`src/rtl/vga_pkg.sv`:
```
// Shared types and default 640x480 timing for the VGA pattern generator.
package vga_pkg;

  typedef enum logic [1:0] {
    MODE_SOLID = 2'd0,
    MODE_BARS  = 2'd1,
    MODE_GRID  = 2'd2,
    MODE_CHECK = 2'd3
  } mode_e;

  typedef struct packed {
    logic [2:0] red;
    logic [2:0] green;
    logic [1:0] blue;
  } rgb332_t;

  localparam int DEF_H_ACTIVE = 640;
  localparam int DEF_H_FP     = 16;
  localparam int DEF_H_SYNC   = 96;
  localparam int DEF_H_BP     = 48;
  localparam int DEF_V_ACTIVE = 480;
  localparam int DEF_V_FP     = 10;
  localparam int DEF_V_SYNC   = 2;
  localparam int DEF_V_BP     = 33;

  // Each bar-index bit drives one whole colour channel.
  function automatic rgb332_t bar_colour(input logic [2:0] b);
    rgb332_t c;
    c.red   = {3{b[2]}};
    c.green = {3{b[1]}};
    c.blue  = {2{b[0]}};
    return c;
  endfunction

endpackage

```
`src/rtl/vga_timing.sv`:
```
// Pixel divider, raster counters, registered sync outputs and frame tick.
module vga_timing
  import vga_pkg::*;
#(
  parameter int CLK_DIV  = 4,
  parameter int H_ACTIVE = DEF_H_ACTIVE,
  parameter int H_FP     = DEF_H_FP,
  parameter int H_SYNC   = DEF_H_SYNC,
  parameter int H_BP     = DEF_H_BP,
  parameter int V_ACTIVE = DEF_V_ACTIVE,
  parameter int V_FP     = DEF_V_FP,
  parameter int V_SYNC   = DEF_V_SYNC,
  parameter int V_BP     = DEF_V_BP,
  parameter bit SYNC_POL = 1'b0,
  parameter int HW       = 10,
  parameter int VW       = 10
) (
  input  logic          clk,
  input  logic          rst_n,
  output logic          pix_en,
  output logic [HW-1:0] hcount,
  output logic [VW-1:0] vcount,
  output logic          active,
  output logic          hsync,
  output logic          vsync,
  output logic          frame_tick
);

  localparam int H_TOTAL = H_ACTIVE + H_FP + H_SYNC + H_BP;
  localparam int V_TOTAL = V_ACTIVE + V_FP + V_SYNC + V_BP;
  localparam int DIV_W   = (CLK_DIV > 1) ? $clog2(CLK_DIV) : 1;

  logic [DIV_W-1:0] div;
  logic [31:0]      h_ext;
  logic [31:0]      v_ext;
  logic             h_last;
  logic             v_last;
  logic             h_in_sync;
  logic             v_in_sync;

  assign h_ext     = 32'(hcount);
  assign v_ext     = 32'(vcount);
  assign pix_en    = (div == DIV_W'(CLK_DIV - 1));
  assign h_last    = (h_ext == 32'(H_TOTAL - 1));
  assign v_last    = (v_ext == 32'(V_TOTAL - 1));
  assign h_in_sync = (h_ext >= 32'(H_ACTIVE + H_FP)) && (h_ext < 32'(H_ACTIVE + H_FP + H_SYNC));
  assign v_in_sync = (v_ext >= 32'(V_ACTIVE + V_FP)) && (v_ext < 32'(V_ACTIVE + V_FP + V_SYNC));
  assign active    = (h_ext < 32'(H_ACTIVE)) && (v_ext < 32'(V_ACTIVE));

  // Divider and raster advance; sync is registered from the pixel being consumed.
  always_ff @(posedge clk) begin
    if (!rst_n) begin
      div        <= '0;
      hcount     <= '0;
      vcount     <= '0;
      hsync      <= ~SYNC_POL;
      vsync      <= ~SYNC_POL;
      frame_tick <= 1'b0;
    end else begin
      div        <= pix_en ? '0 : div + 1'b1;
      frame_tick <= pix_en && h_last && v_last;
      if (pix_en) begin
        hsync <= h_in_sync ? SYNC_POL : ~SYNC_POL;
        vsync <= v_in_sync ? SYNC_POL : ~SYNC_POL;
        if (h_last) begin
          hcount <= '0;
          vcount <= v_last ? '0 : vcount + 1'b1;
        end else begin
          hcount <= hcount + 1'b1;
        end
      end
    end
  end

endmodule

```
`src/rtl/vga_pattern_gen.sv`:
```
// VGA test-pattern generator: solid, colour bars, grid and checkerboard.
module vga_pattern_gen
  import vga_pkg::*;
#(
  parameter int CLK_DIV   = 4,
  parameter int H_ACTIVE  = DEF_H_ACTIVE,
  parameter int H_FP      = DEF_H_FP,
  parameter int H_SYNC    = DEF_H_SYNC,
  parameter int H_BP      = DEF_H_BP,
  parameter int V_ACTIVE  = DEF_V_ACTIVE,
  parameter int V_FP      = DEF_V_FP,
  parameter int V_SYNC    = DEF_V_SYNC,
  parameter int V_BP      = DEF_V_BP,
  parameter bit SYNC_POL  = 1'b0,
  parameter int GRID_LOG2 = 5
) (
  input  logic       clk,
  input  logic       rst_n,
  input  logic [7:0] sw,
  input  logic [1:0] mode,
  output logic [2:0] vgaRed,
  output logic [2:0] vgaGreen,
  output logic [2:1] vgaBlue,
  output logic       Hsync,
  output logic       Vsync,
  output logic [$clog2(H_ACTIVE+H_FP+H_SYNC+H_BP)-1:0] hcount,
  output logic [$clog2(V_ACTIVE+V_FP+V_SYNC+V_BP)-1:0] vcount,
  output logic       frame_tick
);

  localparam int HW = $clog2(H_ACTIVE + H_FP + H_SYNC + H_BP);
  localparam int VW = $clog2(V_ACTIVE + V_FP + V_SYNC + V_BP);

  logic        pix_en;
  logic        active;
  logic        frame_start;
  mode_e       mode_r;
  mode_e       eff_mode;
  rgb332_t     pat;
  rgb332_t     col_r;
  logic [31:0] bar_full;
  logic [2:0]  bar_idx;
  logic        on_grid;
  logic        checker_odd;

  vga_timing #(
    .CLK_DIV (CLK_DIV),
    .H_ACTIVE(H_ACTIVE), .H_FP(H_FP), .H_SYNC(H_SYNC), .H_BP(H_BP),
    .V_ACTIVE(V_ACTIVE), .V_FP(V_FP), .V_SYNC(V_SYNC), .V_BP(V_BP),
    .SYNC_POL(SYNC_POL),
    .HW      (HW),
    .VW      (VW)
  ) u_timing (
    .clk       (clk),
    .rst_n     (rst_n),
    .pix_en    (pix_en),
    .hcount    (hcount),
    .vcount    (vcount),
    .active    (active),
    .hsync     (Hsync),
    .vsync     (Vsync),
    .frame_tick(frame_tick)
  );

  assign frame_start = (hcount == '0) && (vcount == '0);

  // Pattern for the pixel at the current counters; the first pixel of a frame already uses the new mode.
  always_comb begin
    eff_mode    = frame_start ? mode_e'(mode) : mode_r;
    bar_full    = (32'(hcount) << 3) / 32'(H_ACTIVE);
    bar_idx     = (bar_full > 32'd7) ? 3'd7 : bar_full[2:0];
    on_grid     = (hcount[GRID_LOG2-1:0] == '0) || (vcount[GRID_LOG2-1:0] == '0);
    checker_odd = hcount[GRID_LOG2] ^ vcount[GRID_LOG2];
    case (eff_mode)
      MODE_SOLID: pat = sw;
      MODE_BARS:  pat = bar_colour(bar_idx);
      MODE_GRID:  pat = on_grid ? 8'hFF : sw;
      MODE_CHECK: pat = checker_odd ? ~sw : sw;
      default:    pat = sw;
    endcase
  end

  // Frame-latched mode and colour output register, both advanced on pixel enable.
  always_ff @(posedge clk) begin
    if (!rst_n) begin
      mode_r <= MODE_SOLID;
      col_r  <= '0;
    end else if (pix_en) begin
      if (frame_start) begin
        mode_r <= mode_e'(mode);
      end
      col_r <= active ? pat : 8'h00;
    end
  end

  assign vgaRed   = col_r.red;
  assign vgaGreen = col_r.green;
  assign vgaBlue  = col_r.blue;

endmodule

```
`config.mk`:
```
export PLATFORM = sky130hd
export DESIGN_NAME = vga_pattern_gen
export DESIGN_NICKNAME = d
export VERILOG_FILES = /design/src/rtl/vga_pkg.sv /design/src/rtl/vga_timing.sv /design/src/rtl/vga_pattern_gen.sv
export SDC_FILE = /design/constraint.sdc
export NUM_CORES = 1
export LEC_CHECK = 0
export ABC_AREA = 1
export ABC_CLOCK_PERIOD_IN_PS = 2200
export BUFFER_PORTS_ARGS = -buffer_cell sky130_fd_sc_hd__buf_2
export CORE_MARGIN = 3
export CORE_UTILIZATION = 43
export DETAILED_ROUTE_END_ITERATION = 8
export PLACE_DENSITY = 0.64
export SYNTH_ARGS = -nofsm -noshare
export SYNTH_HDL_FRONTEND = slang
export SYNTH_HIERARCHICAL = 1
export SYNTH_SLANG_ARGS = --single-unit
```
`constraint.sdc`:
```
create_clock -name clk -period 2.2 [get_ports clk]
set_clock_uncertainty 0.15 [all_clocks]
set_input_delay 0 -clock clk [delete_from_list [all_inputs] [get_ports clk]]
set_output_delay 0 -clock clk [all_outputs]
set_load 0.05 [all_outputs]
```
Yosys cells after proc, flatten, opt, wreduce, memory -nomap -nowiden
Index checks and enable logic that the tools add are counted.
{"block": "totals", "latch_bits": 0, "reg_bits": 35, "n_memories": 0, "mem_bits_ro": 0, "out_inout_bits": 31, "mem_bits_rw": 0, "inputBits": 12, "word_cells": 54}
{"block": "op_classes", "n_bitwise": 3, "addsub": 3, "n_eq_ne": 6, "mul": 0, "n_lt_le_gt_ge": 7, "mux": 10, "n_shift": 0, "reduce_logical": 14, "n_div": 1}
{"op": "divider 13 x 10 -> 32 bit, second input constant", "n": 1}
{"op": "greater-than comparator 32 x 3 -> 1 bit, second input constant", "n": 1}
{"op": "case mux 8 bit (4 select lines)", "n": 1}
{"op": "two-way mux 8 bit", "n": 3}
{"op": "adder 10 x 1 -> 10 bit, second input constant", "n": 2}
{"op": "equality test 10 bit, second input constant", "n": 2}
{"op": "logical NOT 10 bit", "n": 2}
{"op": "< comparator 10 bit, second input constant", "n": 2}
{"op": "< comparator 10 x 9 -> 1 bit, second input constant", "n": 2}
{"op": "two-way mux 10 bit", "n": 2}
{"op": "greater-or-equal comparator 10 bit, second input constant", "n": 1}
{"op": "greater-or-equal comparator 10 x 9 -> 1 bit, second input constant", "n": 1}
{"op": "logical NOT 5 bit", "n": 2}
{"op": "NOT 8 bit", "n": 1}
{"op": "equality test 2 bit, second input constant", "n": 3}
{"op": "logical AND 1 bit", "n": 6}
{"op": "two-way mux 3 bit", "n": 1}
{"op": "adder 2 x 1 -> 2 bit, second input constant", "n": 1}
{"op": "equality test 2 x 1 -> 1 bit, second input constant", "n": 1}
{"op": "logical NOT 2 bit", "n": 1}
{"op": "two-way mux 1 bit", "n": 2}
{"op": "two-way mux 2 bit", "n": 1}
{"op": "AND reduction 2 bit", "n": 1}
{"op": "OR reduction 2 bit", "n": 1}
{"op": "other kinds (3)", "n": 3}

Depth between registers and ports, before layout
Gate-level depths: netlist of run 1.
{"block": "depth", "ltp_word": 6, "ltp_mapped": 21, "mapped_depth_nobuf": 21}

By module
Netlist of run 1, hierarchy kept.
{"module": "vga_timing", "instances": 1, "cells_per_inst": 186, "area_each_um2": 1335.0, "seq_area_each_um2": 500.5}
{"module": "vga_pattern_gen", "instances": 1, "cells_per_inst": 188, "area_each_um2": 1109.8, "seq_area_each_um2": 200.2}

Worst setup path after synthesis of run 1
OpenSTA, ideal clock, no wires.
{"block": "synth_timing", "path_kind": "register to register", "start": "reg u_timing.hcount[7]", "end": "reg col_r, in the netlist vgaBlue[1]", "required_time_ns": 1.930, "path_buffers": 0, "stages_incl_launch_ff": 22, "setup_slack_ns": -0.517, "setup_time_ns": 0.120, "period_less_slack_ns": 2.717, "arrival_ns": 2.447, "path_cell_list": "dfxtp_1 -> inv_2 -> nand2_4 -> ha_1 -> inv_1 -> a21oi_2 -> nor2_8 -> nand3_4 -> nand2_1 -> nand2_1 -> inv_2 -> nand2_2 -> nand2_1 -> clkinv_1 -> nand3_1 -> nand2_1 -> nor2_1 -> nand2_1 -> nand2_1 -> nand2_1 -> nand2_1 -> a21oi_1"}
{"block": "synth_via", "elab_chain_len": 6, "elab_cells_between_ends": 14, "cone_classes": "div (1); order compare (2); eq/ne (3); mux (4); reduce/logical (4)"}
{"item": "from (decl)", "line": "vga_timing.sv:21", "text": "output logic [HW-1:0] hcount,"}
{"item": "from (signal assigned)", "line": "vga_timing.sv:69", "text": "hcount <= hcount + 1'b1;"}
{"item": "branches (longest 5 deep; another with divider 13 x 10 -> 32 bit)"}
{"item": "two-way mux 8 bit *", "line": "vga_pattern_gen.sv:92", "text": "col_r <= active ? pat : 8'h00;"}
{"item": "to (signal assigned)", "line": "vga_pattern_gen.sv:92"}
{"item": "to (decl)", "line": "vga_pattern_gen.sv:40", "text": "rgb332_t col_r;"}
Mark *: on every way between the ends.
A chain may end at the register's enable or synchronous reset.

Final worst setup path of run 1
{"block": "layout_timing", "start": "reg u_timing.hcount[8]", "end": "reg col_r, in the netlist vgaRed[1]"}
The elaborated chain is that of the path after synthesis.

==> flow_summary.json, run 1 <==
{
  "share_seq_of_total_power_pct": 48.5,
  "clock_insertion_delay_worst_skew_ns": 0.28,
  "core_area_um2": 5303,
  "cts_tree": "yes",
  "path_clk_slew_ns": 0.07,
  "share_comb_of_total_power_pct": 16.2,
  "synth.cell_area_um2": 2445,
  "clock-sinks": 35,
  "wl_met1_um": 3173,
  "area_used_by_multi_input_combinational_logic_um2": 1630,
  "hold_viol": 0,
  "hpwlAfterDp_um": 5074,
  "wirelength_um": 6861,
  "drt.antenna.violating_nets": 0,
  "detail_route.vias_per_cell": 5.049,
  "yosysWarnings": 6,
  "cp.arrival_ns": 2.35,
  "p_clk_share_pct": 35.3,
  "antenna_found_initial": 0,
  "area_delta_synth_final_pct": 35.62,
  "initial_core_util_pct": 46.11,
  "crit_type": "reg2reg",
  "synthArstFlopShare_pct": 0,
  "crit_required_ns": 2.26,
  "maxSlewHeadroom_pct": 65.01,
  "cp_top_family": "simple AND/OR/NAND/NOR gates",
  "design.die.area_um2": 6627,
  "slew_viol_final": 0,
  "synth_top_area_cell": "sky130_fd_sc_hd__dfxtp_1",
  "rr_startpoint": "u_timing/hcount[8]",
  "total_power_mw": 1.345,
  "num-nets-final": 482,
  "outcome": "finished, violations left",
  "vdd.ir_drop.worst_uv": 261.5,
  "place_congestion": 0.8644,
  "fin_util_pct": 62.53,
  "synth_sequential_area_ratio_pct": 28.66,
  "layout.filler_cells": 513,
  "antenna_fix_cells": 0,
  "post-route-drc-count": 0,
  "holdCritStartpoint": "mode[0]",
  "iteration_0_drc_count_of_the_detailed_router": 106,
  "p_int_uw": 967.8,
  "fin_tns_setup_ns": -0.3107,
  "crit_chain": "inv_4 -> nand2_4 -> buf_12 -> nor4_4 -> nand3_2 -> o21ai_2 -> inv_2 -> nor2_4 -> o21ai_4 -> nor2b_1 -> o21ai_1 -> nand2_1 -> a21oi_1",
  "syn-num-nets": 393,
  "crit_start": "u_timing/hcount[8]",
  "num_vias": 2691,
  "grt.total_usage_pct": 21.37,
  "max_slew.worst_pin.slew_ns": 0.5243,
  "power.density_nw_per_um2": 405.6,
  "grt_pass1_vias": 2467,
  "die_width_um": 81.41,
  "drt-pass1-iter-count": 4,
  "dr_wl_met3_um": 281,
  "critPathBufInv": 3,
  "worstSetupEndpointType": "flip-flop",
  "drv_cap": 0,
  "globalRoute.totalOverflow": 0,
  "sw_frac_of_total_pct": 28.04,
  "setup_repair_after_global_routing_missed_its_margin": "yes",
  "sequential_cell_area_um2": 714.4,
  "yosys_register_bits": 35,
  "io_pins": 43,
  "crit_slowest_cell": "sky130_fd_sc_hd__dfxtp_4",
  "dpl.cell_count": 510,
  "net_switching_power_uw": 377.0,
  "drive_above_1_share_pct": 31.53,
  "synth_cell_types": 40,
  "synth.top_cells.by_area": "sky130_fd_sc_hd__dfxtp_1 29%, sky130_fd_sc_hd__nand2_1 15%, sky130_fd_sc_hd__nor2_1 6.4%",
  "met2_routed_length_um": 3335,
  "cts_buffer_depth": 2,
  "maxUsedRoutingLayer": "met4",
  "placementRows": 26,
  "postLayoutSetupSlackWorst_ns": -0.08335,
  "yosysTopAreaCellShare_pct": 28.66,
  "syn_area_per_cell_um2": 6.537,
  "drt_wl_cell_um": 12.87,
  "cp_max_fo": 4,
  "grt_start_max_net_pins": 14,
  "static-leakage-power_nw": 1.617,
  "post-route-period-util_pct": 103.8,
  "cell_count_after_synthesis": 374,
  "cts.root.buffer_cell": "sky130_fd_sc_hd__clkbuf_8",
  "hold_path_class": "in2reg",
  "numCtsBuffers": 5,
  "port_buffer_count": 42,
  "violated_checks": "negative setup slack",
  "top_achievable_clock_speed_ghz": 0.4380,
  "synth_edf_count": 0,
  "grt_pass1_wl_um": 11150,
  "startpoint_type": "flip-flop",
  "fp.dieH_um": 81.41,
  "finalWorstPathRequiredPeriod_ns": 2.283,
  "finalSetupViolCount": 6,
  "synth_flop_cell": "sky130_fd_sc_hd__dfxtp_1",
  "final_cell_count_no_fill": 533,
  "cpPeakStageDelay_ns": 0.35,
  "count_of_h_tree_levels_built_during_cts": 2
}
## cells in the mapped netlist (all sizes together) (2+ instances only)
cell / count
a21oi: 28
nor3b: 2
nor3: 6
nand4: 9
nor2: 49
o211ai: 7
nor4: 3
xnor2: 5
buf: 2
inv: 49
clkinv: 4
o21ai: 21
dfxtp: 35
ha: 7
nand2: 103
clkbuf: 2
xor2: 3
nand3: 32
## cell usage in the layout, fill, tap and decap left out, types with 10 or more instances in the layout
master / instances
sky130_fd_sc_hd__buf_2: 42
sky130_fd_sc_hd__nand2_2: 10
sky130_fd_sc_hd__o21ai_0: 11
sky130_fd_sc_hd__buf_4: 31
sky130_fd_sc_hd__a21oi_1: 25
sky130_fd_sc_hd__nand3_1: 23
sky130_fd_sc_hd__inv_1: 40
sky130_fd_sc_hd__dlygate4sd3_1: 10
sky130_fd_sc_hd__nor2_1: 38
sky130_fd_sc_hd__nand2_1: 88
sky130_fd_sc_hd__dfxtp_1: 30
## power groups by stage
stage	combinational (mW)	sequential [mW]	clock [mW]
detailed placement	0.182	0.666	0
floorplan	0.0985	0.696	0
global route	0.239	0.654	0.502
global placement	0.179	0.666	0
finish	0.217	0.653	0.475
CTS	0.201	0.652	0.488
## worst reg2reg max path, cell delays in order, from the launching register on
cell	delay [ns]
sky130_fd_sc_hd__dfxtp_4	0.35
sky130_fd_sc_hd__inv_4	0.06
sky130_fd_sc_hd__nand2_4	0.06
sky130_fd_sc_hd__buf_12	0.13
sky130_fd_sc_hd__nor4_4	0.21
sky130_fd_sc_hd__nand3_2	0.17
sky130_fd_sc_hd__o21ai_2	0.25
sky130_fd_sc_hd__inv_2	0.08
sky130_fd_sc_hd__nor2_4	0.18
sky130_fd_sc_hd__o21ai_4	0.11
sky130_fd_sc_hd__nor2b_1	0.15
sky130_fd_sc_hd__o21ai_1	0.12
sky130_fd_sc_hd__nand2_1	0.06
sky130_fd_sc_hd__a21oi_1	0.13
## worst paths after layout
path                                   endpoint  slack [ns]  depth (start not counted)
worst max-delay path                  vgaRed[1]       -0.08                         13
worst min-delay path                  mode_r[0]        0.06                          7
worst max register to register        vgaRed[1]       -0.08                         13
worst min register to register  u_timing/div[0]        0.28                          1
## state kept, by name, indices dropped and copies added (netlist names)
register             cells
u_timing/frame_tick      1
u_timing/vcount         10
vgaGreen                 3
vgaRed                   3
u_timing/div             2
vgaBlue                  2
u_timing/hsync           1
u_timing/hcount         10
mode_r                   2
u_timing/vsync           1
## metrics by stage
step	hold WS [ns]	setup WS (ns)	instance area [µm²]
CTS	0.06314	-0.05420	3227
floorplan	-0.009515	-0.08124	2494
global placement	0.1980	-0.01554	2980
global route	0.1309	-0.2865	3316
finish	0.05815	-0.08335	3316
detailed placement	0.1917	-0.09004	2980
## metal layers
layer  vias up  GRT usage [%]
met5         -              0
met3         8          3.104
li1       1397              -
met4         0          5.743
met2        57          36.56
met1      1229          27.86
## layout make-up
cell class                 instances  share of cell area [%]
sequential                        35                   21.55
timing repair buffer              86                   17.66
multi-input combinational        282                   49.17
tap                               70                   2.642
clock buffer                       6                   2.491
clock inverter                     1                  0.1509
inverter                          53                   6.340
## cell families after synthesis
family,count (synthesis),share of synthesized area (%)
AOI/OAI and AO/OA,61,14.48
xor gates and xnor gates,8,2.866
adders and majority gates,7,3.582
buffers and inverters,57,9.518
DFF,35,28.66
and+or+nand+nor,206,40.89
## repair_timing
action,in CTS,in global routing
hold buffers,10,0
pin swaps,8,8
gates resized for setup,6,22
buffers inserted,5,1
setup endpoints to repair,7,8
hold endpoints to repair,12,0
No activity file was read; power rests on OpenSTA's default activity.
==> run 2, diff against run 1 <==
==> constraint.sdc (replaced) <==
create_clock -name clk -period 2.2 [get_ports clk]
set_clock_uncertainty 0.15 [all_clocks]
set_input_delay 0.44 -clock clk [delete_from_list [all_inputs] [get_ports clk]]
set_output_delay 0.44 -clock clk [all_outputs]
set_load 0.05 [all_outputs]
==> run 2 against run 1 <==
Net effect: the flow still finishes with violations (negative setup slack); setup slack better by 0.021 ns; final area decreased by 2.9%; critical endpoint unchanged; combinational power is 5% lower; count of clock-buffer cells in the layout did not move; flip-flop and latch count is the same; fmax is 0.91% higher; sequential power barely moved; total power shrank 1.1%; via count is 1.2% lower; non-clock buffer count shrank 10; largest power group unchanged.
==> flow_summary.json, run 2 (synthesis gave the netlist of run 1 again) <==
{
  "area_used_by_multi_input_combinational_logic_um2": 1638,
  "max_slew.worst_pin.slew_ns": 0.5077,
  "ctsHoldBuffers": 0,
  "cts_buffer_depth": 2,
  "globalRoute.totalOverflow": 0,
  "crit_type": "reg2reg",
  "power.density_nw_per_um2": 413.3,
  "num-nets-final": 472,
  "static-leakage-power_nw": 1.570,
  "setup_repair_after_global_routing_missed_its_margin": "yes",
  "reg_top3": "u_timing/hcount: 10 flops, u_timing/vcount: 10 flops",
  "drt-pass1-iter-count": 4,
  "die_width_um": 81.41,
  "finalWorstPathRequiredPeriod_ns": 2.263,
  "numCtsBuffers": 5,
  "design.die.area_um2": 6627,
  "postPlaceCellArea_um2": 2980,
  "layout.cells.most_common": "sky130_fd_sc_hd__nand2_1",
  "crit_required_ns": 2.27,
  "sequential_cell_area_um2": 714.4,
  "grt_pass1_vias": 2427,
  "cts.root.buffer_cell": "sky130_fd_sc_hd__clkbuf_8",
  "hpwlAfterDp_um": 5074,
  "fin_hold_ws_ns": 0.2829,
  "violated_checks": "negative setup slack",
  "grt_start_max_net_pins": 14,
  "io_pins": 43,
  "drt.antenna.violating_nets": 0,
  "placementRows": 26,
  "clock-sinks": 35,
  "hold_viol": 0,
  "grt.total_usage_pct": 21.19,
  "place_congestion": 0.8644,
  "count_of_h_tree_levels_built_during_cts": 2,
  "startpoint_type": "flip-flop",
  "cp_max_fo": 4,
  "top_achievable_clock_speed_ghz": 0.4419,
  "fin_util_pct": 60.71,
  "cp.arrival_ns": 2.33,
  "postLayoutSetupSlackWorst_ns": -0.06279,
  "grt_pass1_wl_um": 11060,
  "maxSlewHeadroom_pct": 66.11,
  "num_vias": 2658,
  "vdd.ir_drop.worst_uv": 260.1,
  "clock_insertion_delay_worst_skew_ns": 0.28,
  "layout.filler_cells": 519,
  "fp.dieH_um": 81.41,
  "layout_common_cells": "89 x sky130_fd_sc_hd__nand2_1, 42 x sky130_fd_sc_hd__buf_2, 40 x sky130_fd_sc_hd__inv_1, 38 x sky130_fd_sc_hd__nor2_1, 32 x sky130_fd_sc_hd__buf_4",
  "outcome": "finished, violations left",
  "port_buffer_count": 42,
  "wirelength_um": 6715,
  "iteration_0_drc_count_of_the_detailed_router": 102,
  "area_delta_synth_final_pct": 31.68,
  "core_area_um2": 5303,
  "initial_core_util_pct": 46.11,
  "drt_wl_cell_um": 12.84,
  "cts_tree": "yes",
  "path_clk_slew_ns": 0.07,
  "post-route-drc-count": 0,
  "r2r_slack_ns": -0.06,
  "hold_path_class": "reg2reg",
  "post-route-cell-area_um2": 3219,
  "post-route-period-util_pct": 102.9,
  "finalSetupViolCount": 7,
  "antenna_found_initial": 0,
  "slew_viol_final": 0,
  "drive_above_1_share_pct": 32.23,
  "antenna_fix_cells": 0,
  "detail_route.vias_per_cell": 5.082,
  "drv_cap": 0,
  "worstSetupEndpointType": "flip-flop"
}
[run 2: cell count changes in the layout (fill, tap and decap cells not counted), sizes merged]
| cell | change |
|---|---|
| dlygate4sd3 | -10 |
[run 2: worst max-delay path: stages, from the launching register on]
cell                      delay, ns
sky130_fd_sc_hd__dfxtp_4       0.35
sky130_fd_sc_hd__inv_4         0.06
sky130_fd_sc_hd__nand2_4       0.06
sky130_fd_sc_hd__buf_12        0.13
sky130_fd_sc_hd__nor4_4        0.21
sky130_fd_sc_hd__nand3_2       0.19
sky130_fd_sc_hd__o21ai_4       0.23
sky130_fd_sc_hd__inv_2         0.07
sky130_fd_sc_hd__nor2_4        0.18
sky130_fd_sc_hd__o21ai_4       0.11
sky130_fd_sc_hd__nor2b_4       0.14
sky130_fd_sc_hd__o21ai_1       0.13
sky130_fd_sc_hd__nand2_1       0.06
sky130_fd_sc_hd__a21oi_1       0.12
[run 2: what timing repair did]
action | 4_1_cts | 5_1_grt
setup buffers | 5 | 1
gates resized for setup | 6 | 22
cloned | 0 | 0
pin swaps | 8 | 10
endpoints found under the setup margin | 7 | 8
[run 2: worst paths after layout]
path | depth (start not counted) | end | from
worst max-delay path | 13 | vgaRed[1] | u_timing/hcount[8]
worst min-delay path | 1 | u_timing/div[0] | u_timing/div[0]
worst max register to register | 13 | vgaRed[1] | u_timing/hcount[8]
worst min register to register | 1 | u_timing/div[0] | u_timing/div[0]
[run 2: through the flow]
stage	setup WS, ns	setup TNS [ns]	total power, mW	instances
after floorplan	-0.08124	-0.3136	0.7950	374
after global placement	-0.01554	-0.03849	0.8453	510
after detailed placement	-0.09004	-0.3020	0.8490	510
after CTS	-0.05420	-0.2029	1.327	522
after global routing	-0.2853	-1.775	1.383	523
final	-0.06279	-0.2835	1.331	523
[run 2: final cells by class]
cell class / count / area share, %
clock buffers: 6 / 2.565
inverters: 53 / 6.529
multi-input cells: 282 / 50.87
flip-flops and latches: 35 / 22.19
clock inverters: 1 / 0.1555
repair buffers: 76 / 14.96
well taps: 70 / 2.721
[run 2: routing by layer]
layer  part of all wire (%)  GRT usage (%)
met5                      0              0
met4                    1.1          5.743
met3                    4.2          3.104
met2                     48          35.83
met1                     47          27.93
[run 2: power breakdown]
| group | internal [mW] | switching (mW) | leakage (nW) | total, mW |
|---|---|---|---|---|
| registers | 0.645 | 0.00698 | 0.287 | 0.652 |
| logic | 0.0674 | 0.139 | 1.24 | 0.207 |
| clock network | 0.246 | 0.226 | 0.0470 | 0.472 |
| total | 0.958 | 0.372 | 1.57 | 1.33 |
==> run 3, diff against run 2 <==
ABC_CLOCK_PERIOD_IN_PS = 2650   (was 2200)
PLACE_DENSITY = 0.62   (was 0.64)
clock period = 2.65 ns   (was 2.2 ns; I/O delays follow)
==> run 3 against run 2 <==
Net effect: the run now ends clean; core utilization down 5.7 points; via count down 3.8%; fmax down 4.8%; sequential share of layout area up 2.1 points; total power down 16%; non-clock buffer count down 23; worst hold slack worse by 0.0025 ns.
==> flow_summary.json, run 3 (synthesis gave the netlist of run 1 again) <==
{
  "num-nets-final": 449,
  "p_clk_share_pct": 38.6,
  "slew_viol_final": 0,
  "share_seq_of_total_power_pct": 48.6,
  "worstSetupEndpointType": "flip-flop",
  "cpPeakStageDelay_ns": 0.38,
  "grt_pass1_vias": 2246,
  "crit_chain": "inv_4 -> nand2_4 -> ha_1 -> inv_2 -> a21oi_4 -> nor2_8 -> nand3_4 -> nand2_1 -> nand2_1 -> nor2_2 -> nand3_2 -> nand2_1 -> nand2_1 -> nor2_1 -> nand2_1 -> nand2_2 -> nand2_1 -> nand2_1 -> a21oi_1",
  "cts_buffer_depth": 2,
  "place_congestion": 0.8251,
  "hold_viol": 0,
  "antenna_found_initial": 0,
  "iteration_0_drc_count_of_the_detailed_router": 92,
  "total_power_mw": 1.118,
  "drt-pass1-iter-count": 4,
  "path_clk_slew_ns": 0.07,
  "outcome": "finished, final reports clean",
  "crit_required_ns": 2.68,
  "finalWorstPathRequiredPeriod_ns": 2.376,
  "die_width_um": 81.41,
  "reg_top3": "u_timing/hcount: 10 flops, u_timing/vcount: 10 flops",
  "p_int_uw": 816.0,
  "drv_cap": 0,
  "cpMostUsedCell": "sky130_fd_sc_hd__nand2_1",
  "cp.arrival_ns": 2.40,
  "maxUsedRoutingLayer": "met4",
  "drt_wl_cell_um": 12.56,
  "met2_routed_length_um": 2966,
  "grt.total_usage_pct": 20.13,
  "grt_pass1_wl_um": 10450,
  "share_comb_of_total_power_pct": 12.8,
  "power.density_nw_per_um2": 383.6,
  "static-leakage-power_nw": 1.402,
  "finalSetupViolCount": 0,
  "setup_repair_after_global_routing_missed_its_margin": "yes",
  "hpwlAfterDp_um": 4688,
  "globalRoute.totalOverflow": 0,
  "io_pins": 43,
  "cts_tree": "yes",
  "wirelength_um": 6292,
  "design.die.area_um2": 6627,
  "post-route-period-util_pct": 89.65,
  "antenna_fix_cells": 0,
  "sw_frac_of_total_pct": 27.03,
  "fin_tns_setup_ns": 0,
  "fp.dieH_um": 81.41,
  "core_area_um2": 5303,
  "grt_start_max_net_pins": 14,
  "count_of_h_tree_levels_built_during_cts": 2,
  "port_buffer_count": 42,
  "drive_above_1_share_pct": 23.67,
  "placementRows": 26,
  "initial_core_util_pct": 46.11,
  "top_achievable_clock_speed_ghz": 0.4209,
  "detail_route.vias_per_cell": 5.102,
  "max_slew.worst_pin.slew_ns": 0.5426,
  "num_vias": 2556,
  "layout_common_cells": "97 x sky130_fd_sc_hd__nand2_1, 42 x sky130_fd_sc_hd__nor2_1, 42 x sky130_fd_sc_hd__buf_2, 40 x sky130_fd_sc_hd__inv_1, 32 x sky130_fd_sc_hd__dfxtp_1",
  "hold_path_class": "reg2reg",
  "drt.antenna.violating_nets": 0,
  "cts.root.buffer_cell": "sky130_fd_sc_hd__clkbuf_8",
  "area_delta_synth_final_pct": 19.24,
  "wl_met1_um": 3035,
  "layout.cells.most_common": "sky130_fd_sc_hd__nand2_1",
  "clock-sinks": 35,
  "layout.filler_cells": 551,
  "net_switching_power_uw": 302.3,
  "crit_slowest_cell": "sky130_fd_sc_hd__dfxtp_4",
  "startpoint_type": "flip-flop",
  "cp_max_fo": 7,
  "maxSlewHeadroom_pct": 63.79,
  "vdd.ir_drop.worst_uv": 224.9,
  "post-route-drc-count": 0,
  "dr_wl_met3_um": 232,
  "numCtsBuffers": 5,
  "clock_insertion_delay_worst_skew_ns": 0.28,
  "crit_type": "reg2reg"
}
-- run 3: cell count changes in the layout (fill, tap and decap cells not counted), sizes merged --
cell | previous run | this run
buf | 76 | 53
inv | 50 | 49
clkbuf | 6 | 8
-- run 3: per-stage QoR --
step | std cells | cell area [µm²] | utilization (%) | worst slack [ns] | hold WS, ns
floorplan | 374 | 2447 | - | 0.05448 | 0.2492
global placement | 487 | 2749 | 51.84 | 0.2626 | 0.2610
detailed placement | 487 | 2749 | 51.84 | 0.1882 | 0.2711
CTS | 495 | 2849 | 53.73 | 0.1798 | 0.2816
global route | 501 | 2915 | 54.98 | -0.004202 | 0.3048
finish | 501 | 2915 | 54.98 | 0.2743 | 0.2804
-- run 3: timing repair --
action / in CTS / in global routing
hold endpoints to repair: 0 / 0
resized for setup: 0 / 8
hold buffers: 0 / 0
setup endpoints to repair: 0 / 5
setup buffers: 0 / 6
-- run 3: area by class of cell --
class,count,area [µm²],share of cell area [%]
sequential,35,709.4,24.33
timing repair buffer,53,292.8,10.04
clock buffer,8,100.1,3.433
inverter,53,203.9,6.996
multi-input combinational,282,1521,52.19
tap,70,87.58,3.004
-- run 3: power by group through the flow --
| stage | logic (mW) | clock network (mW) | registers [mW] |
|---|---|---|---|
| floorplan | 0.0818 | 0 | 0.581 |
| global placement | 0.143 | 0 | 0.557 |
| detailed placement | 0.143 | 0 | 0.558 |
| CTS | 0.143 | 0.443 | 0.545 |
| global route | 0.162 | 0.466 | 0.545 |
| finish | 0.143 | 0.432 | 0.543 |
-- run 3: routing by layer --
metal	global-route usage, %	vias to the layer above
met1	27.54	1162
met4	4.392	0
met3	4.102	9
met5	0	-
li1	-	1338
met2	32.49	47
-- run 3: final timing paths --
check	from	to	slack, ns	depth (start not counted)
max	u_timing/hcount[7]	vgaBlue[1]	0.27	19
min	u_timing/div[0]	u_timing/div[0]	0.28	1
max reg2reg	u_timing/hcount[7]	vgaBlue[1]	0.27	19
min reg2reg	u_timing/div[0]	u_timing/div[0]	0.28	1
-- run 3: worst max-delay path: cells and delay by family (launching register included) --
family	cells	cell delay, ns
buf+inv	2	0.14
flops	1	0.38
fa+ha+maj	1	0.28
compound gates	2	0.12
simple gates	14	1.19
